[config.mk]
export PLATFORM = sky130hd
export DESIGN_NAME = hqc_rmencod_top_flat
export DESIGN_NICKNAME = d
export VERILOG_FILES = /design/src/rtl/hqc_rmencod_if.sv /design/src/rtl/hqc_rmencod_top.sv /design/src/flat_wrapper.sv
export SDC_FILE = /design/constraint.sdc
export NUM_CORES = 1
export LEC_CHECK = 0
export BUFFER_PORTS_ARGS = -buffer_cell sky130_fd_sc_hd__buf_2
export CORE_MARGIN = 10
export CORE_UTILIZATION = 50
export CTS_CLUSTER_SIZE = 12
export DETAILED_ROUTE_END_ITERATION = 8
export GPL_ROUTABILITY_DRIVEN = 0
export HOLD_SLACK_MARGIN = 0.08
export PLACE_DENSITY_LB_ADDON = 0.05
export SETUP_SLACK_MARGIN = 0.4
export SYNTH_ARGS = -nofsm -noshare
export SYNTH_HDL_FRONTEND = slang
export SYNTH_SLANG_ARGS = --single-unit
[constraint.sdc]
create_clock -name clk_i -period 2.6 [get_ports clk_i]
set_clock_uncertainty 0.05 [all_clocks]
set_input_delay 0.52 -clock clk_i [delete_from_list [all_inputs] [get_ports clk_i]]
set_output_delay 0.52 -clock clk_i [all_outputs]
set_load 0.005 [all_outputs]
[src/rtl/hqc_rmencod_if.sv]
// Handshake and RAM-port bundle for the HQC RM(1,7) encoder.
// The master side is the controller/RAM owner; the slave side is the encoder.
interface hqc_rmencod_if #(
  parameter int IN_AW  = 6,
  parameter int OUT_AW = 8
);
  logic              start_i;
  logic              busy_o;
  logic              done_o;
  logic [7:0]        ram_din_i;
  logic              ram_din_rd_o;
  logic [IN_AW-1:0]  ram_din_addr_o;
  logic              ram_dout_wr_o;
  logic [127:0]      ram_dout_o;
  logic [OUT_AW-1:0] ram_dout_addr_o;

  modport master (
    output start_i, ram_din_i,
    input  busy_o, done_o, ram_din_rd_o, ram_din_addr_o,
           ram_dout_wr_o, ram_dout_o, ram_dout_addr_o
  );

  modport slave (
    input  start_i, ram_din_i,
    output busy_o, done_o, ram_din_rd_o, ram_din_addr_o,
           ram_dout_wr_o, ram_dout_o, ram_dout_addr_o
  );
endinterface

[src/rtl/hqc_rmencod_top.sv]
// HQC RM(1,7) encoder: reads N1 message bytes, writes each 128-bit codeword
// MULTIPLICITY times to consecutive output RAM words.
//
// state  | meaning
// IDLE   | waiting for start_i
// RD     | read strobe for byte 0
// LAT    | byte 0 arrives, loaded into msg_q
// WR     | one codeword write per cycle, next byte prefetched at r=0/1
// DONE   | one-cycle done pulse
module hqc_rmencod_top #(
  parameter int PARAM_SECURITY = 128
) (
  input  logic               clk_i,
  input  logic               rst_i,
  hqc_rmencod_if.slave       bus
);
  localparam int MULTIPLICITY = (PARAM_SECURITY == 128) ? 3 : 5;
  localparam int N1     = (PARAM_SECURITY == 128) ? 46 : (PARAM_SECURITY == 192) ? 56 : 90;
  localparam int IN_AW  = (PARAM_SECURITY == 256) ? 7 : 6;
  localparam int OUT_AW = (PARAM_SECURITY == 128) ? 8 : 9;

  localparam logic [2:0]       LAST_REP  = 3'(MULTIPLICITY - 1);
  localparam logic [IN_AW-1:0] LAST_BYTE = IN_AW'(N1 - 1);

  typedef enum logic [2:0] {S_IDLE, S_RD, S_LAT, S_WR, S_DONE} state_t;

  state_t              state_q, state_d;
  logic [IN_AW-1:0]    i_q;
  logic [2:0]          r_q;
  logic [OUT_AW-1:0]   a_q;
  logic [7:0]          msg_q, msg_nxt_q;
  logic [IN_AW-1:0]    din_addr_q;
  logic [OUT_AW-1:0]   dout_addr_q;

  logic                rd, wr, busy, done;
  logic [IN_AW-1:0]    rd_addr;
  logic                last_rep, last_byte;
  logic [127:0]        cw;

  assign last_rep  = (r_q == LAST_REP);
  assign last_byte = (i_q == LAST_BYTE);

  // cw[j] = m[7] ^ <m[6:0], j>
  always_comb begin
    cw = '0;
    for (int j = 0; j < 128; j++) begin
      cw[j] = msg_q[7] ^ (^(msg_q[6:0] & 7'(j)));
    end
  end

  always_comb begin
    state_d = state_q;
    rd      = 1'b0;
    rd_addr = din_addr_q;
    wr      = 1'b0;
    busy    = 1'b0;
    done    = 1'b0;
    case (state_q)
      S_IDLE: begin
        if (bus.start_i) state_d = S_RD;
      end
      S_RD: begin
        busy    = 1'b1;
        rd      = 1'b1;
        rd_addr = '0;
        state_d = S_LAT;
      end
      S_LAT: begin
        busy    = 1'b1;
        state_d = S_WR;
      end
      S_WR: begin
        busy = 1'b1;
        wr   = 1'b1;
        if (r_q == 3'd0 && !last_byte) begin
          rd      = 1'b1;
          rd_addr = i_q + 1'b1;
        end
        if (last_rep && last_byte) state_d = S_DONE;
      end
      S_DONE: begin
        busy    = 1'b1;
        done    = 1'b1;
        state_d = S_IDLE;
      end
      default: state_d = S_IDLE;
    endcase
  end

  always_ff @(posedge clk_i) begin
    if (rst_i) begin
      state_q     <= S_IDLE;
      i_q         <= '0;
      r_q         <= '0;
      a_q         <= '0;
      msg_q       <= '0;
      msg_nxt_q   <= '0;
      din_addr_q  <= '0;
      dout_addr_q <= '0;
    end else begin
      state_q <= state_d;
      if (rd) din_addr_q  <= rd_addr;
      if (wr) dout_addr_q <= a_q;
      case (state_q)
        S_IDLE: begin
          if (bus.start_i) begin
            i_q <= '0;
            r_q <= '0;
            a_q <= '0;
          end
        end
        S_LAT: msg_q <= bus.ram_din_i;
        S_WR: begin
          a_q <= a_q + 1'b1;
          if (r_q == 3'd1 && !last_byte) msg_nxt_q <= bus.ram_din_i;
          if (last_rep) begin
            r_q   <= '0;
            msg_q <= msg_nxt_q;
            if (!last_byte) i_q <= i_q + 1'b1;
          end else begin
            r_q <= r_q + 1'b1;
          end
        end
        default: ;
      endcase
    end
  end

  // Address ports hold their last strobed value between strobes.
  assign bus.busy_o          = busy;
  assign bus.done_o          = done;
  assign bus.ram_din_rd_o    = rd;
  assign bus.ram_din_addr_o  = rd_addr;
  assign bus.ram_dout_wr_o   = wr;
  assign bus.ram_dout_o      = wr ? cw : '0;
  assign bus.ram_dout_addr_o = wr ? a_q : dout_addr_q;
endmodule

[src/flat_wrapper.sv]
// flat-port wrapper written by rule: the top's interface ports become plain ports
module hqc_rmencod_top_flat 
#(
  parameter int PARAM_SECURITY = 128
)
  (clk_i, rst_i, bus_start_i, bus_ram_din_i, bus_busy_o, bus_done_o, bus_ram_din_rd_o, bus_ram_din_addr_o, bus_ram_dout_wr_o, bus_ram_dout_o, bus_ram_dout_addr_o);
  hqc_rmencod_if bus_i ();
  input  logic clk_i;
  input  logic rst_i;
  input wire logic [$bits(bus_i.start_i)-1:0] bus_start_i;
  input wire logic [$bits(bus_i.ram_din_i)-1:0] bus_ram_din_i;
  output wire logic [$bits(bus_i.busy_o)-1:0] bus_busy_o;
  output wire logic [$bits(bus_i.done_o)-1:0] bus_done_o;
  output wire logic [$bits(bus_i.ram_din_rd_o)-1:0] bus_ram_din_rd_o;
  output wire logic [$bits(bus_i.ram_din_addr_o)-1:0] bus_ram_din_addr_o;
  output wire logic [$bits(bus_i.ram_dout_wr_o)-1:0] bus_ram_dout_wr_o;
  output wire logic [$bits(bus_i.ram_dout_o)-1:0] bus_ram_dout_o;
  output wire logic [$bits(bus_i.ram_dout_addr_o)-1:0] bus_ram_dout_addr_o;
  assign bus_i.start_i = bus_start_i;
  assign bus_i.ram_din_i = bus_ram_din_i;
  assign bus_busy_o = bus_i.busy_o;
  assign bus_done_o = bus_i.done_o;
  assign bus_ram_din_rd_o = bus_i.ram_din_rd_o;
  assign bus_ram_din_addr_o = bus_i.ram_din_addr_o;
  assign bus_ram_dout_wr_o = bus_i.ram_dout_wr_o;
  assign bus_ram_dout_o = bus_i.ram_dout_o;
  assign bus_ram_dout_addr_o = bus_i.ram_dout_addr_o;
  hqc_rmencod_top #(.PARAM_SECURITY(PARAM_SECURITY)) u_core (.clk_i(clk_i), .rst_i(rst_i), .bus(bus_i));
endmodule
==> results.toml, run 1 <==
[floorplan]
die_h_um = 114
num_io_pins = 157
die_w_um = 114
fp-row-count = 34
start_util_pct = 51.0

[synthesis]
synth_top_family_by_area = "simple AND/OR/NAND/NOR gates"
synthArstFlopShare_pct = 0
synth_compound_area_share_pct = 11.3
ys_types = 54
synth-main-ff-cell = "dfxtp_1"
syn_area_um2 = 4420
synthMuxAreaShare_pct = 3.54
syn_inst = 605
syn_nets = 619
synth_xor_area_share_pct = 27.0
synth-seq-area-share_pct = 22.6
syn_avg_cell_area_um2 = 7.31
synth_fa_ha_area_share_pct = 0.848
ys.warnings.count = 0
synth_edf_count = 0
ys_seq_elements = 50
synthSimpleGateAreaFrac_pct = 27.9

[place]
place_inst = 848
place_ws_ns = 0.235
port_buffers = 156
dpl.hpwl_um = 9960

[clock_tree]
h-tree-depth = 2
cts.sinks = 50
clockBufferDepth = 2
cts_root_buf = "clkbuf_8"
cts-buffers-inserted = 5

[run_status]
status = "did not finish"
haltStage = "global routing"
run.stop_error = "[ERROR DPL-0038] Utilization greater than 100%, impossible to legalize"

[grt]
grt_max_degree = 51

[timing]
endpoint_type = "primary output"
worst_endpoint = "bus_ram_dout_o[17]"
[kinds of logic after synthesis]
group | Yosys count
compound gates | 77
xor+xnor | 117
fa+ha+maj | 3
buf+inv | 63
flops | 50
mux | 15
simple gates | 280
[synthesized netlist by cell type (6+ instances only)]
library cell / count / area, um^2
xnor2_1: 84 / 736
a21oi_1: 49 / 245
mux2i_1: 10 / 100
a311oi_1: 8 / 70.1
clkbuf_1: 25 / 93.8
xor2_1: 20 / 175
inv_1: 8 / 30.0
buf_2: 10 / 50.1
dfxtp_1: 50 / 1000
nand3b_1: 6 / 45.0
buf_1: 7 / 26.3
nand2_1: 77 / 289
nand3_1: 8 / 40.0
nor2_1: 135 / 507
or2_2: 25 / 156
o21ai_0: 6 / 30.0
buf_4: 9 / 67.6
[repair_timing]
item,CTS
hold buffers,0
pin swaps,46
cloned,9
gates resized for setup,188
endpoints found under the setup margin,145
setup buffers,60
[metrics by stage]
| stage | instance area, um^2 | utilization (%) |
|---|---|---|
| floorplan | 4420 | - |
| global placement | 5360 | 61.8 |
| detailed placement | 5360 | 61.8 |
| CTS | 7130 | 82.2 |
==> inputs of run 2 (changes only) <==
--- a/config.mk
+++ b/config.mk
@@ -7,13 +7,10 @@
 export LEC_CHECK = 0
 export BUFFER_PORTS_ARGS = -buffer_cell sky130_fd_sc_hd__buf_2
 export CORE_MARGIN = 10
-export CORE_UTILIZATION = 50
-export CTS_CLUSTER_SIZE = 12
+export CORE_UTILIZATION = 35
 export DETAILED_ROUTE_END_ITERATION = 8
 export GPL_ROUTABILITY_DRIVEN = 0
-export HOLD_SLACK_MARGIN = 0.08
-export PLACE_DENSITY_LB_ADDON = 0.05
-export SETUP_SLACK_MARGIN = 0.4
+export PLACE_DENSITY_LB_ADDON = 0.15
 export SYNTH_ARGS = -nofsm -noshare
 export SYNTH_HDL_FRONTEND = slang
 export SYNTH_SLANG_ARGS = --single-unit
==> results.toml, run 2 <==
[pwr]
irDropWorstVdd_v = 0.000286
power_density_nw_per_um2 = 609
leakage_uw = 0.00269
p_total_uw = 3670

[clock_tree]
cts-buffers-inserted = 5
cts_root_buf = "clkbuf_16"
clockBufferDepth = 2
cts.sinks = 50
cts_tree = "built"
cts_hold_buffers = 0
clk_pin_slew_ns = 0.07
h-tree-depth = 2
worstSkewPairLatency_ns = 0.29

[grt]
grt_pass1_wl_um = 23100
grt_overflow = 0
top_usage_layer = "met2"
use_met2_pct = 25.8
grt.total_usage_pct = 15.5
antenna_found_initial = 0
grt_max_degree = 71
grt_use_met3_pct = 3.52
met1_usage_pct = 20.3
grt_pass1_vias = 4184

[min_path]
hold_path_class = "flop to flop"

[worst_setup_path]
crit_family = "XOR/XNOR gates"
cp_cell_sequence = "buf_12 -> xnor2_4 -> xnor2_4 -> or2_2 -> a21oi_2 -> buf_2"
cp_num_buf_inv = 2
critPathMaxFanout = 18
critPathArrivalTime_ns = 2.03
path_class = "flop to primary output"
cp_common_cell = "xnor2_4"
cp-start-kind = "flop"
crit_path_max_incr_delay_ns = 0.44
endpoint_kind = "primary output"
cp_slowest_cell = "xnor2_4"
critPathRequiredTime_ns = 2.03

[synthesis]
synth-main-ff-cell = "dfxtp_1"
ys.warnings.count = 0
ys_seq_elements = 50
yosysMostFrequentCell = "nor2_1"
synth_top_area_share_pct = 22.6
ys_types = 54
synth_area_leaders = "dfxtp_1, xnor2_1, nor2_1"
synth_top_area_cell = "dfxtp_1"
synth_common_cells = "nor2_1, xnor2_1, nand2_1, dfxtp_1, a21oi_1"
syn_nets = 619
synth-seq-area-share_pct = 22.6
synth_edf_count = 0
synthArstFlopShare_pct = 0
syn_avg_cell_area_um2 = 7.31
syn_area_um2 = 4420
syn_inst = 605

[timing]
fmax_ghz = 0.385
maxSlewHeadroom_pct = 58.5
rsz0062_at_grt = "yes"
min_period_ns = 2.60
drv_slew = 0
finalCritPeriodShare_pct = 99.9
worstMarginPinSlew_ns = 0.623
final_hold_viol_count = 0
setup-violations-final = 0
finalSetupTns_ns = 0

[floorplan]
start_util_pct = 35.3
fp-row-count = 41
die_h_um = 132
core_region_area_um2 = 12500
num_io_pins = 157
die_w_um = 132
die_area_um2 = 17500

[drt]
drc = 0
drt_pass1_iterations = 5
drtAntennaViolNets = 0
routed_via_density = 4.68
num_vias = 4393
drt_iter0_drc = 222
routed_wl_um = 14300
wire_per_inst_um = 15.2

[final_layout]
syn_to_final_growth_pct = 36.1
finalNetCount = 780
stdcell_area_um2 = 6020
final_common_cell = "buf_2"
layout_common_cells = "buf_2, nor2_1, nand2_1, xnor2_1"
drive_gt1_share_pct = 39.0
diodes = 0

[place]
dpl.hpwl_um = 11100
port_buffers = 156
placed_cell_area_um2 = 5470

[job]
cap_violations = 0

[run_status]
status = "completed"
[run 2: cell counts after synthesis]
Identical to the previous run, type by type.
[run 2: cell families after synthesis]
family	synth area share (%)
AO/OA/AOI/OAI	11.3
multiplexers	3.54
adder cells (fa/ha/maj)	0.849
XOR/XNOR	27.0
buffers and inverters	6.76
AND/OR/NAND/NOR	27.9
flip-flops	22.6
[run 2: final timing paths]
kind         cells past startpoint               endpoint             startpoint  slack [ns]
max                              6     bus_ram_dout_o[99]        u_core.msg_q[7]       0.002
min                              2  u_core.dout_addr_q[3]  u_core.dout_addr_q[3]        0.41
max reg2reg                      6          u_core.a_q[7]      u_core.state_q[1]        0.52
min reg2reg                      2  u_core.dout_addr_q[3]  u_core.dout_addr_q[3]        0.41
[run 2: what timing repair did]
item                                   in CTS  in global routing
setup endpoints to repair                  49                 76
endpoints found under the hold margin       0                  0
setup buffers                               5                 12
resized for setup                          14                 34
pin swaps                                   3                  9
[run 2: metal layers]
| layer | up-vias | wire length (um) |
|---|---|---|
| li1 | 2268 | - |
| met5 | - | 0 |
| met1 | 2005 | 6650 |
| met3 | 7 | 759 |
| met4 | 0 | 116 |
| met2 | 113 | 6790 |
[run 2: power breakdown]
part	internal [uW]	leakage [uW]	switching [uW]	total (uW)
clock network	386	0.0000735	289	675
logic	1080	0.00221	1080	2150
registers	790	0.000408	46.2	836
[run 2: worst min-delay path: stages, from the launching register on]
cell and delay, ns:
dfxtp_1 0.30, nand2_1 0.06, a21oi_1 0.06
[run 2: area by class of cell]
type                    count  area [um^2]
fillers                  1288         6500
inverters                   9         36.3
flip-flops and latches     50         1020
clock inverters             2         16.3
clock buffers               6          139
multi-input cells         492         3370
repair buffers            208         1230
well taps                 172          215
[run 2: stage by stage]
| step | worst slack [ns] | cells | util (%) | hold slack [ns] |
|---|---|---|---|---|
| 2_1_floorplan | 0.449 | 605 | - | 0.394 |
| 3_3_place_gp | 0.178 | 914 | 43.7 | 0.400 |
| 3_5_place_dp | 0.117 | 914 | 43.7 | 0.405 |
| 4_1_cts | -0.0821 | 927 | 46.0 | 0.415 |
| 5_1_grt | -0.0573 | 939 | 48.1 | 0.433 |
| 6_report | 0.00230 | 939 | 48.1 | 0.412 |
Power figures use the tool's default switching activity.
==> inputs of run 3 (changes only) <==
--- a/config.mk
+++ b/config.mk
@@ -10,6 +10,7 @@
 export CORE_UTILIZATION = 35
 export DETAILED_ROUTE_END_ITERATION = 8
 export GPL_ROUTABILITY_DRIVEN = 0
+export GPL_TIMING_DRIVEN = 0
 export PLACE_DENSITY_LB_ADDON = 0.15
 export SYNTH_ARGS = -nofsm -noshare
 export SYNTH_HDL_FRONTEND = slang
==> results.toml, run 3 (synthesis results as in run 2) <==
[floorplan]
start_util_pct = 35.3
core_region_area_um2 = 12500
die_h_um = 132
fp-row-count = 41
num_io_pins = 157
die_area_um2 = 17500
die_w_um = 132

[place]
dpl.hpwl_um = 12500
port_buffers = 155
place_ws_ns = -0.0229

[pwr]
clockPowerShare_pct = 22.4
power_density_nw_per_um2 = 625
power_frac_seq_pct = 21.0
combPwrFrac_pct = 56.7
swShare_pct = 37.7
power.internal_uw = 2380
p_switching_uw = 1440
irDropWorstVdd_v = 0.000347
leakage_uw = 0.00276

[final_layout]
layout_common_cells = "buf_2, nor2_1, nand2_1, xnor2_1, a21oi_1"
final_common_cell = "buf_2"
diodes = 0
drive_gt1_share_pct = 38.8
post-route-util_pct = 48.8
finalNetCount = 806
n_fill_cell = 1306
syn_to_final_growth_pct = 38.2

[clock_tree]
cts_hold_buffers = 0
cts.sinks = 50
cts_tree = "built"
clockBufferDepth = 2
worstSkewPairLatency_ns = 0.30
h-tree-depth = 2
cts_root_buf = "clkbuf_16"
clk_pin_slew_ns = 0.07
cts-buffers-inserted = 5

[grt]
grt_max_degree = 17
grt.total_usage_pct = 17.2
grt_pass1_vias = 4423
grt_overflow = 0
grt_pass1_wl_um = 24800
antenna_found_initial = 0

[timing]
min_period_ns = 2.59
fmax_ghz = 0.387
setup-violations-final = 0
drv_slew = 0
rsz0062_at_grt = "yes"
finalCritPeriodShare_pct = 99.4
worstMarginPinSlew_ns = 0.585
maxSlewHeadroom_pct = 60.9
final_hold_viol_count = 0
setup_ws_ns = 0.0144

[worst_setup_path]
crit_path_max_incr_delay_ns = 0.48
path_class = "flop to primary output"
critPathRequiredTime_ns = 2.03
cp_cell_sequence = "buf_6 -> or4b_4 -> a211o_4 -> a32oi_2 -> inv_1 -> buf_2"
endpoint_kind = "primary output"
critPathArrivalTime_ns = 2.02
cp-start-kind = "flop"
critPathMaxFanout = 7
cp_slowest_cell = "or4b_4"

[drt]
drc = 0
drtAntennaViolNets = 0
wire_per_inst_um = 16.6
routed_wl_um = 16000
drt_pass1_iterations = 4
num_vias = 4589
routed_via_density = 4.76
drt_iter0_drc = 223

[job]
cap_violations = 0

[min_path]
hold_path_class = "flop to flop"

[run_status]
status = "completed"
run 3: final timing paths:
path | depth (start not counted) | slack (ns) | startpoint | to
min reg2reg | 2 | 0.42 | u_core.dout_addr_q[2] | u_core.dout_addr_q[2]
min | 2 | 0.42 | u_core.dout_addr_q[2] | u_core.dout_addr_q[2]
max reg2reg | 7 | 0.57 | u_core.state_q[0] | u_core.i_q[3]
max | 6 | 0.01 | u_core.r_q[0] | bus_ram_din_addr_o[0]
run 3: metal layers:
metal	share of wire, %	vias to the layer above	GRT usage, %
met2	47	162	29.1
met1	45	2085	21.6
met5	0	-	0
met3	6.4	23	3.60
li1	-	2319	-
met4	1.6	0	4.58
run 3: power by group through the flow:
stage / clock network (uW) / registers (uW) / logic [uW]
after floorplan: 0 / 815 / 1460
after global placement: 0 / 817 / 1820
after detailed placement: 0 / 818 / 1840
after CTS: 871 / 802 / 1970
after global routing: 895 / 804 / 2340
final: 855 / 801 / 2170
run 3: critical path, delay by kind of cell (launching register included):
kind | cells | cell delay [ns]
DFF | 1 | 0.32
AOI/OAI and AO/OA | 2 | 0.60
buffers and inverters | 3 | 0.32
and+or+nand+nor | 1 | 0.48
run 3: repair_timing:
item	in CTS	in global routing
setup buffers	7	19
hold endpoints to repair	0	0
pin swaps	6	10
endpoints found under the setup margin	135	68
gates resized for setup	41	35
run 3: final cells by class:
cell class                      instances  area [um^2]  share of cell area, %
Sequential cell                        50         1010                   16.5
Buffer                                 53          332                   5.42
Timing Repair Buffer                  181          996                   16.3
Tap cell                              172          215                   3.52
Clock buffer                            5          125                   2.05
Multi-Input combinational cell        492         3330                   54.5
Clock inverter                          3         68.8                   1.13
Inverter                                9         33.8                  0.553
run 3: through the flow:
step / setup TNS (ns) / total power, uW / hold slack [ns] / std cells / area (um^2)
after floorplan: 0 / 2280 / 0.394 / 605 / 4420
after global placement: 0 / 2640 / 0.401 / 932 / 5420
after detailed placement: -0.105 / 2660 / 0.409 / 932 / 5420
after CTS: 0 / 3640 / 0.419 / 947 / 5830
after global routing: -0.273 / 4040 / 0.433 / 965 / 6110
final: 0 / 3820 / 0.416 / 965 / 6110
